==> src/rtl/mem_access_ctrl.sv <==
// Initiator-side controller for a single-port data memory: load, store and
// block copy requests sequenced one memory access per cycle, one response pulse each.
module mem_access_ctrl (
  input  logic        clk,
  input  logic        reset,
  input  logic        req_valid,
  output logic        req_ready,
  input  logic [1:0]  req_op,
  input  logic [15:0] req_addr,
  input  logic [15:0] req_data,
  input  logic [4:0]  req_len,
  output logic        resp_valid,
  output logic [15:0] resp_data,
  output logic        resp_err,
  output logic        busy,
  output logic [15:0] mem_addr,
  output logic [15:0] mem_wdata,
  output logic        mem_we,
  input  logic [15:0] mem_rdata,
  output logic [2:0]  dbg_state
);

  // Handshake: a request is taken at a rising edge where req_valid && req_ready;
  // req_ready is high only in IDLE. Responses are single-cycle pulses with no backpressure.
  typedef enum logic [2:0] {
    S_IDLE  = 3'd0,
    S_LOAD  = 3'd1,
    S_STORE = 3'd2,
    S_CP_RD = 3'd3,
    S_CP_WR = 3'd4,
    S_RESP  = 3'd5
  } state_t;

  localparam logic [1:0] OP_LOAD  = 2'b00;
  localparam logic [1:0] OP_STORE = 2'b01;
  localparam logic [1:0] OP_COPY  = 2'b10;

  state_t      r_state;
  state_t      w_next;
  logic [15:0] r_addr;       // load/store address, copy source
  logic [15:0] r_data;       // store data, copy destination
  logic [4:0]  r_count;
  logic [4:0]  r_copied;
  logic [15:0] r_buf;
  logic [15:0] r_resp_data;
  logic        r_resp_err;
  logic        w_fire;

  assign w_fire = req_valid && (r_state == S_IDLE);

  always_ff @(posedge clk or negedge reset) begin
    if (!reset) begin
      r_state <= S_IDLE;
    end else begin
      r_state <= w_next;
    end
  end

  // Memory-side outputs depend on registered state only, never on req_* inputs.
  always_comb begin
    w_next    = r_state;
    req_ready = 1'b0;
    mem_addr  = 16'h0000;
    mem_wdata = 16'h0000;
    mem_we    = 1'b0;
    case (r_state)
      S_IDLE: begin
        req_ready = 1'b1;
        if (req_valid) begin
          case (req_op)
            OP_LOAD:  w_next = S_LOAD;
            OP_STORE: w_next = S_STORE;
            OP_COPY:  w_next = (req_len != 5'd0) ? S_CP_RD : S_RESP;
            default:  w_next = S_RESP;
          endcase
        end
      end
      S_LOAD: begin
        mem_addr = r_addr;
        w_next   = S_RESP;
      end
      S_STORE: begin
        mem_addr  = r_addr;
        mem_wdata = r_data;
        mem_we    = 1'b1;
        w_next    = S_RESP;
      end
      S_CP_RD: begin
        mem_addr = r_addr;
        w_next   = S_CP_WR;
      end
      S_CP_WR: begin
        mem_addr  = r_data;
        mem_wdata = r_buf;
        mem_we    = 1'b1;
        w_next    = (r_count == 5'd1) ? S_RESP : S_CP_RD;
      end
      S_RESP: begin
        w_next = S_IDLE;
      end
      default: begin
        w_next = S_IDLE;
      end
    endcase
  end

  // Response registers are written only on the way into RESP, so they hold until the next one.
  always_ff @(posedge clk or negedge reset) begin
    if (!reset) begin
      r_addr      <= 16'h0000;
      r_data      <= 16'h0000;
      r_count     <= 5'd0;
      r_copied    <= 5'd0;
      r_buf       <= 16'h0000;
      r_resp_data <= 16'h0000;
      r_resp_err  <= 1'b0;
    end else begin
      case (r_state)
        S_IDLE: begin
          if (w_fire) begin
            r_addr   <= req_addr;
            r_data   <= req_data;
            r_count  <= req_len;
            r_copied <= 5'd0;
            if (req_op == OP_COPY && req_len == 5'd0) begin
              r_resp_data <= 16'h0000;
              r_resp_err  <= 1'b0;
            end else if (req_op == 2'b11) begin
              r_resp_data <= 16'h0000;
              r_resp_err  <= 1'b1;
            end
          end
        end
        S_LOAD: begin
          r_resp_data <= mem_rdata;
          r_resp_err  <= 1'b0;
        end
        S_STORE: begin
          r_resp_data <= 16'h0000;
          r_resp_err  <= 1'b0;
        end
        S_CP_RD: begin
          r_buf <= mem_rdata;
        end
        S_CP_WR: begin
          // Addresses wrap modulo 2^16; ascending order defines overlap behaviour.
          r_addr   <= r_addr + 16'd1;
          r_data   <= r_data + 16'd1;
          r_count  <= r_count - 5'd1;
          r_copied <= r_copied + 5'd1;
          if (r_count == 5'd1) begin
            r_resp_data <= {11'd0, r_copied + 5'd1};
            r_resp_err  <= 1'b0;
          end
        end
        default: begin
        end
      endcase
    end
  end

  assign resp_valid = (r_state == S_RESP);
  assign resp_data  = r_resp_data;
  assign resp_err   = r_resp_err;
  assign busy       = (r_state != S_IDLE);
  assign dbg_state  = r_state;

endmodule

==> config.mk <==
export PLATFORM = sky130hd
export DESIGN_NAME = mem_access_ctrl
export DESIGN_NICKNAME = d
export VERILOG_FILES = /design/src/rtl/mem_access_ctrl.sv
export SDC_FILE = /design/constraint.sdc
export NUM_CORES = 1
export LEC_CHECK = 0
export ABC_AREA = 1
export BUFFER_PORTS_ARGS = -buffer_cell sky130_fd_sc_hd__clkbuf_2
export CORE_MARGIN = 5
export CORE_UTILIZATION = 31
export DETAILED_ROUTE_END_ITERATION = 8
export PLACE_DENSITY = 0.52
export RECOVER_POWER = 25
export SLEW_MARGIN = 30
export SYNTH_ARGS = -nofsm -noshare
export SYNTH_HDL_FRONTEND = slang
export SYNTH_SLANG_ARGS = --single-unit
export TNS_END_PERCENT = 1
==> constraint.sdc <==
create_clock -name clk -period 1.9 [get_ports clk]
set_input_delay 0.095 -clock clk [delete_from_list [all_inputs] [get_ports clk]]
set_output_delay 0.095 -clock clk [all_outputs]
set_load 0.05 [all_outputs]
# Word-level counts from Yosys, hierarchy flattened
# Cells that the tools add are included.
# op_classes
n_mux,27
n_reduce_logical,16
n_eq_ne,13
n_addsub,4
# op_table
cell,n
16-bit one-hot mux with 2 select lines,4
16-bit two-way mux,6
16-bit one-hot mux with 4 select lines,1
"16-bit by 1-bit adder with 16-bit output, second input constant",2
5-bit one-hot mux with 2 select lines,2
3-bit one-hot mux with 4 select lines,1
5-bit two-way mux,2
3-bit two-way mux,3
3-bit one-hot mux with 3 select lines,1
4-bit AND reduction,2
"3-bit by 2-bit == test with 1-bit output, second input constant",2
"3-bit == test, second input constant",2
1-bit two-way mux,6
"2-bit != test, second input constant",3
3-bit nonzero test,2
"5-bit by 1-bit adder with 5-bit output, second input constant",1
"5-bit by 1-bit == test with 1-bit output, second input constant",1
5-bit zero test,1
5-bit nonzero test,1
"5-bit by 1-bit subtractor with 5-bit output, second input constant",1
"2-bit == test, second input constant",2
4-bit nonzero test,1
2-bit OR reduction,2
"3-bit by 1-bit == test with 1-bit output, second input constant",1
other kinds (9),10
# totals
ff_bits,78
elab_cells,68

# Longest topological paths before layout
# Gate-level depths: netlist of run 1.
# depth
ltp_word,5
depth_mapped,9
mapped_depth_nobuf,9

# Worst setup path after synthesis of run 1
# OpenSTA, ideal clock, no wires.
# synth_path
path_kind,register to output
from,register r_state[2] (netlist: dbg_state[2])
to,output port mem_wdata[11]
slack_ns,-0.620
stages_incl_launch_ff,6
t_arrival_ns,2.425
path_cell_list,dfrtp_1 > buf_4 > inv_2 > nand3_1 > clkbuf_1 > o21ai_0
# synth_between
elab_chain_cells,2
elab_cells_between_ends,3
classes_between,eq/ne: 2; mux: 1
# synth_lines
element,line_no,text
"start, declared",38,state_t r_state;
"start signal, assigned",55,r_state <= w_next;
3-bit == test / 3-bit by 2-bit == test with 1-bit output (equally long branches),66,case (r_state)
16-bit one-hot mux with 2 select lines *,66,
"end, declared",17,"output logic [15:0] mem_wdata,"
# Every way passes the cells marked *; elsewhere a longest branch is shown, timed or not.

# Worst setup path in the final report of run 1
# layout_path
from,register r_state[0] (netlist: dbg_state[0])
to,output port mem_wdata[14]
# The elaborated chain is that of the path after synthesis.

==> impl_metrics.yaml, run 1 <==
logic_synthesis:
  avgSynthCellArea_um2: 7.055
  synth_largest_area_cell: "dfrtp_1"
  synth_cells: 669
  synthTopCellsByArea: "dfrtp_1 (41%), nand2_1 (16%), o21ai_0 (6.5%), inv_1 (5.9%), nor2_1 (5.8%)"
  synth_top_area_share: 0.4136
  ys_seq_area_frac: 0.4136
  syn_nets: 732
  yosysWarnings: 0
  synth_cell_type_count: 31
  synth_seq_cells: 78
  syn_area_um2: 4720
die:
  rows: 45
  die_w_um: 133.4
  pin_count: 114
  dieHeight_um: 133.4
  die-area_um2: 17790
  core-area_um2: 15090
  start_util: 0.3128
clocking:
  path_clk_slew_ns: 0.06
  numClockSinks: 78
  cts_tree: "yes"
  numCtsBuffers: 9
  cts_max_level: 3
  clk_latency_ns: 0.34
  root_buffer: "clkbuf_16"
  cts_max_path_buffers: 2
route:
  num_vias: 4898
  drt_wl_total_mm: 16.01
  ant_nets: 0
  wl_per_cell_um: 16.14
  drtPass1Iterations: 5
  viasPerCell: 4.938
  drc: 0
  drt_iter0_markers: 281
cells_and_area:
  drive_above_1_share: 0.2575
  synthToLayoutAreaGrowth_pct: 42.50
  n_antenna_cell: 0
  final_nets: 862
  stdcell_count: 992
  n_fill_cell: 1530
worst_setup_path:
  end_kind: "output port"
  cp-start-kind: "flip-flop"
  crit_arrival_ns: 1.78
  crit_type: "reg2out"
  crit_fanout: 18
  required_ns: 1.80
timing:
  hold_viol: 0
  period_share: 0.9893
  rsz0062_at_grt: "yes"
  drv_slew: 0
  whs_ns: 0.02497
  max_slew_margin: 0.4211
  min_period_ns: 1.880
  fmax_mhz: 532.0
  fin_ws_ns: 0.02039
  fin_skew_ns: 0.004619
  setup_viol: 0
  tightest_slew_ns: 0.8684
global_route:
  track_usage: 0.1803
  grt_max_degree: 50
  antenna_found_initial: 0
  grt_pass1_wl_mm: 25.30
  grt_pass1_vias: 4820
  grt_overflow: 0
power:
  leakagePower_nw: 3.346
  ir_drop_mv: 1.190
  powerDensity_nw_per_um2: 2130
place:
  dp_hpwl_mm: 12.06
  dp.cells: 961
  dp_slack_ns: 0.2532
  io_buffers: 113
  gp_congestion: 0.8988
status:
  status: "complete, no violations"
flow_run:
  max_cap_viol_count: 0
hold_path:
  worstHoldPathType: "in2reg"
-- synth_stat cells --
library cell  instances
o22ai_1              21
a21oi_1              20
mux2_2               12
o31ai_1               2
inv_2                 2
ha_1                  5
nand4_1              13
buf_2                15
a22oi_1               1
nand3_1              48
o21ai_0              61
buf_6                 1
nor3_1                3
nand2_1             206
xor2_1                5
or2_2                 1
nand3_4               1
o21ai_1               4
inv_1                74
o211ai_1              2
a31oi_1               1
nor2_4                3
xnor2_1               1
clkbuf_1              7
o21ai_4               1
nor2_1               73
a32oi_1               1
nand2_2               2
buf_4                 4
dfrtp_1              78
nor3_2                1
-- state kept, by name, indices dropped and copies added, names as in the netlist --
name / flops
r_addr: 16
r_count: 5
resp_err: 1
resp_data: 16
r_buf: 16
r_copied: 5
r_data: 16
dbg_state: 3
-- stage by stage --
step	power, mW	cell area [um2]	TNS [ns]	utilization
floorplan	8.531	4725	-8.559	-
global placement	11.97	6067	0	0.4021
global route	15.29	6725	-0.3443	0.4457
CTS	14.07	6555	-0.09186	0.4344
detailed placement	12.08	6067	0	0.4021
finish	14.32	6725	0	0.4457
-- kinds of logic after synthesis --
family	Yosys count	share of synthesized area
AOI/OAI and AO/OA	114	0.1326
and+or+nand+nor	351	0.3102
muxes	12	0.02863
adders and majority gates	5	0.01326
xor gates and xnor gates	6	0.01113
DFF	78	0.4136
buffers and inverters	103	0.09067
-- repair_timing --
action | in CTS | in global routing
buffers inserted | 0 | 1
hold buffers | 13 | 0
pin swaps | 0 | 1
cloned | 0 | 1
endpoints found under the hold margin | 48 | 0
resized for setup | 10 | 29
setup endpoints to repair | 31 | 29
-- worst paths after layout --
kind | start | endpoint | slack, ns | cells after the start
max | dbg_state[0] | mem_wdata[14] | 0.02 | 7
min | mem_rdata[3] | r_buf[3] | 0.02 | 3
max reg2reg | r_count[1] | resp_data[13] | 0.27 | 7
min reg2reg | resp_data[3] | resp_data[3] | 0.47 | 2
max in group asynchronous | reset | dbg_state[1] | 0.74 | 3
min in group asynchronous | reset | r_addr[6] | 0.39 | 2
-- layer usage --
metal	routed length, um	up-vias	GRT usage	share of wire
li1	-	2434	-	-
met1	6893	2324	0.2273	0.43
met2	8133	118	0.3073	0.51
met3	607	22	0.02530	0.038
met4	373	0	0.08114	0.023
met5	0	-	0	0
-- cell usage in the layout (no fill, tap or decap), drive strengths merged, types with 3 or more instances in the layout --
master / n
clkbuf: 93
nor3: 4
inv: 77
ha: 5
o22ai: 21
buf: 51
nand4: 13
nand2: 208
a21oi: 20
o21ai: 66
nand3: 49
xor2: 5
clkinv: 3
nor2: 76
dfrtp: 78
mux2: 12
dlygate4sd3: 13
-- area by class of cell --
cell class | instances | area, um2 | share of cell area
Multi-Input combinational cell | 488 | 2510 | 0.3732
Inverter | 76 | 285.3 | 0.04242
Sequential cell | 78 | 1956 | 0.2908
Clock buffer | 11 | 252.7 | 0.03758
Clock inverter | 5 | 65.06 | 0.009674
Timing Repair Buffer | 146 | 1421 | 0.2113
Tap cell | 188 | 235.2 | 0.03498
-- critical path: stages, from the launching register on --
cell	delay, ns
dfrtp_2	0.45
inv_2	0.12
nand2_2	0.11
nor2_4	0.18
buf_8	0.19
nand2_1	0.08
o21ai_1	0.14
buf_12	0.17
-- where the power goes --
group | switching (mW) | total, mW | internal, mW
Clock | 0.728 | 1.83 | 1.10
Combinational | 5.90 | 9.35 | 3.45
Sequential | 0.678 | 3.14 | 2.47
Note: power is estimated with default switching activity, not from simulation.
==> run 2, diff against run 1 <==
--- a/config.mk
+++ b/config.mk
@@ -7,10 +7,12 @@
 export LEC_CHECK = 0
 export ABC_AREA = 1
 export BUFFER_PORTS_ARGS = -buffer_cell sky130_fd_sc_hd__clkbuf_2
+export CELL_PAD_IN_SITES_DETAIL_PLACEMENT = 0
+export CELL_PAD_IN_SITES_GLOBAL_PLACEMENT = 1
 export CORE_MARGIN = 5
 export CORE_UTILIZATION = 31
 export DETAILED_ROUTE_END_ITERATION = 8
-export PLACE_DENSITY = 0.52
+export PLACE_DENSITY = 0.68
 export RECOVER_POWER = 25
 export SLEW_MARGIN = 30
 export SYNTH_ARGS = -nofsm -noshare
==> run 2 against run 1 <==
Effect of this change: the run now ends with negative hold slack left; critical endpoint is now mem_wdata[1]; die area is the same; first-iteration DRC count grew 15%; global-route usage shrank 0.070 points; power shrank 2.9%; critical path type unchanged; utilization shrank 0.97 points; critical path depth grew 1; sequential power is essentially flat; count of clock-buffer cells in the layout shrank 2; non-clock buffer count is the same; maximum frequency grew 1.3%; via count shrank 1.4%.
==> impl_metrics.yaml, run 2 (same netlist as run 1, synthesis figures left out) <==
global_route:
  grt_pass1_vias: 4821
  grt_pass1_wl_mm: 25.42
  grt_overflow: 0
  track_usage: 0.1796
  grt_max_degree: 40
  antenna_found_initial: 0
clocking:
  cts_tree: "yes"
  cts_max_level: 3
  numClockSinks: 78
  clk_latency_ns: 0.34
  path_clk_slew_ns: 0.06
  cts_max_path_buffers: 2
  root_buffer: "clkbuf_16"
  numCtsBuffers: 9
cells_and_area:
  n_antenna_cell: 0
  multi_input_area_um2: 2446
  register_area_um2: 1952
  final_common_cell: "nand2_1"
  drive_above_1_share: 0.2478
  post-route-util: 0.4360
  n_fill_cell: 1580
  layout_common_cells: "nand2_1 (206), clkbuf_2 (81), dfrtp_1 (78), inv_1 (73), nor2_1 (73)"
  synthToLayoutAreaGrowth_pct: 39.40
  final_nets: 862
die:
  start_util: 0.3128
  die_w_um: 133.4
  core-area_um2: 15090
  die-area_um2: 17790
  rows: 45
  dieHeight_um: 133.4
  pin_count: 114
worst_setup_path:
  crit_arrival_ns: 1.76
  crit_type: "reg2out"
  end_kind: "output port"
  crit_fanout: 21
  cp-start-kind: "flip-flop"
  required_ns: 1.80
  reg2reg_setup_slack_ns: 0.13
hold_path:
  worstHoldPathType: "in2reg"
flow_run:
  max_cap_viol_count: 0
timing:
  setup_viol: 0
  period_share: 0.9768
  min_period_ns: 1.856
  whs_ns: -0.0006803
  fmax_mhz: 538.8
  tightest_slew_ns: 0.7783
  fin_skew_ns: 0.005861
  hold_viol: 1
  drv_slew: 0
  max_slew_margin: 0.4812
  rsz0062_at_grt: "yes"
  tns_ns: 0
route:
  drtPass1Iterations: 5
  ant_nets: 0
  num_vias: 4830
  drt_iter0_markers: 323
  wl_per_cell_um: 16.13
  viasPerCell: 4.874
  drc: 0
  drt_wl_total_mm: 15.99
power:
  power_mw: 13.90
  ir_drop_mv: 0.9216
  leakagePower_nw: 3.298
  powerDensity_nw_per_um2: 2113
place:
  dp_hpwl_mm: 12.04
  io_buffers: 113
  gp_congestion: 0.8371
status:
  violations: "negative hold slack"
  status: "finished, violations left"
-- run 2: final timing paths --
kind | startpoint | cells after the start | endpoint
max | dbg_state[1] | 8 | mem_wdata[1]
min reg2reg | resp_data[6] | 2 | resp_data[6]
max in group asynchronous | reset | 3 | dbg_state[0]
max reg2reg | dbg_state[1] | 10 | r_data[13]
min in group asynchronous | reset | 2 | r_count[2]
min | mem_rdata[7] | 3 | resp_data[7]
-- run 2: layout make-up --
| class | count | area share |
|---|---|---|
| well taps | 188 | 0.03576 |
| inverters | 76 | 0.04374 |
| clock inverters | 6 | 0.006086 |
| clock buffers | 9 | 0.03423 |
| flip-flops and latches | 78 | 0.2967 |
| repair buffers | 146 | 0.2117 |
| multi-input cells | 488 | 0.3718 |
-- run 2: through the flow --
| step | hold slack [ns] | area, um2 | worst slack (ns) | cells |
|---|---|---|---|---|
| 2_1_floorplan | -0.2006 | 4725 | -0.3299 | 669 |
| 6_report | -0.0006803 | 6579 | 0.04407 | 991 |
| 3_3_place_gp | 0.05689 | 6055 | 0.2523 | 961 |
| 3_5_place_dp | 0.05847 | 6055 | 0.2371 | 961 |
| 5_1_grt | 0.02297 | 6579 | -0.03691 | 991 |
| 4_1_cts | 0.005562 | 6454 | -0.03818 | 987 |
-- run 2: worst max-delay path, cell delays in order (launching register included) --
cell and delay, ns:
dfrtp_1 0.41, buf_6 0.15, inv_1 0.06, nand2_2 0.08, nor2_4 0.19, buf_12 0.18, nand2_1 0.08, o21ai_2 0.10
buf_12 0.16
-- run 2: repair_timing --
action                                  in CTS  in global routing
hold buffers                                11                  0
endpoints found under the hold margin       35                  0
pin swaps                                    0                  1
cloned                                       0                  1
resized for setup                            7                 22
endpoints found under the setup margin      31                 22
buffers inserted                             0                  3
-- run 2: report_power, final --
| group | internal (mW) | switching, mW | leakage, nW | total (mW) |
|---|---|---|---|---|
| Clock | 0.874 | 0.717 | 0.131 | 1.59 |
| Combinational | 3.34 | 5.84 | 2.22 | 9.19 |
| Sequential | 2.46 | 0.666 | 0.945 | 3.13 |
-- run 2: per-layer routing --
| metal | wire length, um | track usage | vias up |
|---|---|---|---|
| li1 | - | - | 2425 |
| met1 | 7017 | 0.2337 | 2293 |
| met2 | 8088 | 0.3095 | 97 |
| met3 | 649 | 0.02719 | 15 |
| met4 | 229 | 0.05314 | 0 |
| met5 | 0 | 0 | - |
==> run 3, diff against run 2 <==
--- a/config.mk
+++ b/config.mk
@@ -11,8 +11,9 @@
 export CELL_PAD_IN_SITES_GLOBAL_PLACEMENT = 1
 export CORE_MARGIN = 5
 export CORE_UTILIZATION = 31
+export CTS_CLUSTER_DIAMETER = 150
 export DETAILED_ROUTE_END_ITERATION = 8
-export PLACE_DENSITY = 0.68
+export PLACE_DENSITY = 0.71
 export RECOVER_POWER = 25
 export SLEW_MARGIN = 30
 export SYNTH_ARGS = -nofsm -noshare
==> constraint.sdc (replaced) <==
create_clock -name clk -period 1.65 [get_ports clk]
set_input_delay 0.0825 -clock clk [delete_from_list [all_inputs] [get_ports clk]]
set_output_delay 0.0825 -clock clk [all_outputs]
set_load 0.05 [all_outputs]
==> run 3 against run 2 <==
Effect of this change: the flow finishes with violations (negative setup slack); global-route usage up 1.0 points; clock skew up 0.0012 ns; power up 33%; register-to-register slack worse by 0.23 ns; count of clock-buffer cells in the layout up 1; worst setup slack worse by 0.20 ns; utilization up 5.7 points; first-iteration DRC count up 7.1%; flip-flop and latch count unchanged; critical path type unchanged; largest cell class unchanged.
==> impl_metrics.yaml, run 3 (same netlist as run 1, synthesis figures left out) <==
global_route:
  grt_max_degree: 49
  grt_pass1_vias: 5115
  grt_busiest_layer: "met2"
  antenna_found_initial: 0
  met1_usage: 0.2359
  use_met2: 0.3304
  grt_overflow: 0
  met3_usage: 0.04003
  track_usage: 0.1898
  grt_pass1_wl_mm: 26.77
power:
  ir_drop_mv: 1.089
  p_int_mw: 9.341
  powerDensity_nw_per_um2: 2481
  pwr-share-comb: 0.686
  leakagePower_nw: 3.586
  clockPowerShare: 0.118
  power.switching_mw: 9.118
  power_frac_seq: 0.196
  swShare: 0.4940
route:
  drtPass1Iterations: 4
  wl_per_cell_um: 16.17
  ant_nets: 0
  viasPerCell: 4.954
  drt_wl_total_mm: 16.46
  drt_iter0_markers: 346
  drc: 0
  num_vias: 5043
clocking:
  root_buffer: "clkbuf_16"
  clk_latency_ns: 0.34
  cts_tree: "yes"
  cts_max_path_buffers: 2
  numClockSinks: 78
  numCtsBuffers: 9
  path_clk_slew_ns: 0.06
  cts_max_level: 3
die:
  core-area_um2: 15090
  die-area_um2: 17790
  rows: 45
  pin_count: 114
  start_util: 0.3128
  die_w_um: 133.4
  dieHeight_um: 133.4
timing:
  drv_slew: 0
  tightest_slew_ns: 0.7228
  min_period_ns: 1.809
  max_slew_margin: 0.5181
  fin_ws_ns: -0.1595
  period_share: 1.097
  rsz0062_at_grt: "yes"
  tns_ns: -5.349
  hold_viol: 0
  setup_viol: 54
  whs_ns: 0.01352
  fmax_mhz: 552.6
  fin_skew_ns: 0.007065
status:
  status: "finished, violations left"
  violations: "negative setup slack"
cells_and_area:
  layout_common_cells: "nand2_1 (195), clkbuf_2 (76), dfrtp_1 (75), inv_1 (70), nor2_1 (69)"
  synthToLayoutAreaGrowth_pct: 57.64
  design_area_um2: 7440
  final_common_cell: "nand2_1"
  final_nets: 888
  n_antenna_cell: 0
  drive_above_1_share: 0.3145
worst_setup_path:
  r2r_cells: 11
  end_kind: "output port"
  reg2reg_setup_slack_ns: -0.10
  required_ns: 1.57
  cp-start-kind: "flip-flop"
  crit_fanout: 6
  worstSetupEndpoint: "mem_addr[14]"
  r2r-start: "dbg_state[1]"
  crit_type: "reg2out"
  worstSetupStartpoint: "dbg_state[1]"
  reg2reg_to: "r_data[15]"
  crit_arrival_ns: 1.73
place:
  gp_congestion: 0.8351
  dp_hpwl_mm: 11.81
  io_buffers: 113
  placed_cell_area_um2: 6531
flow_run:
  max_cap_viol_count: 0
hold_path:
  worstHoldPathType: "in2reg"
[run 3: how the worst min path moves through the flow]
stage / from / to / slack, ns / depth (start not counted)
final: mem_rdata[1] / r_buf[1] / 0.01 / 3
after global routing: mem_rdata[0] / r_buf[0] / 0.03 / 3
after CTS: req_data[0] / r_data[0] / 0.003 / 3
after detailed placement: reset / r_count[0] / -0.07 / 1
after global placement: reset / r_count[0] / -0.08 / 1
after floorplan: reset / dbg_state[0] / -0.21 / 0
[run 3: power groups by stage]
stage / combinational, mW / sequential, mW / clock (mW)
finish: 12.7 / 3.62 / 2.18
global route: 13.6 / 3.73 / 2.32
CTS: 12.6 / 3.58 / 2.22
detailed placement: 11.4 / 3.63 / 0
global placement: 11.3 / 3.59 / 0
floorplan: 6.60 / 4.09 / 0
[run 3: cell type report]
type / count / area (um2)
Clock buffer: 10 / 229.0
Tap cell: 188 / 235.2
Timing Repair Buffer: 172 / 1839
Sequential cell: 78 / 1958
Multi-Input combinational cell: 488 / 2790
Inverter: 76 / 294.0
Clock inverter: 6 / 93.84
Fill cell: 1488 / 7650
[run 3: metrics by stage]
stage               std cells  power [mW]  setup slack, ns    util
CTS                      1016       18.40          -0.1514  0.4889
floorplan                 669       10.69          -0.2378       -
global route             1018       19.60          -0.2177  0.4930
finish                   1018       18.46          -0.1595  0.4930
detailed placement        966       15.07          0.04181  0.4328
global placement          966       14.94          0.06400  0.4328
[run 3: routing by layer]
metal / up-vias / part of all wire
met1: 2416 / 0.43
met2: 111 / 0.51
met4: 0 / 0.017
met5: - / 0
li1: 2492 / -
met3: 24 / 0.039
[run 3: worst max-delay path, cell delays in order (launching register included)]
cell and delay, ns:
dfrtp_4 0.50, nor2_4 0.15, nand2_4 0.08, buf_12 0.16
buf_16 0.15, o22ai_4 0.18, buf_12 0.16
[run 3: what timing repair did]
action / in CTS / in global routing
endpoints found under the setup margin: 35 / 74
gates cloned: 5 / 0
resized for setup: 23 / 29
hold buffers: 13 / 0
buffers inserted: 16 / 2
hold endpoints to repair: 99 / 0
pin swaps: 7 / 7
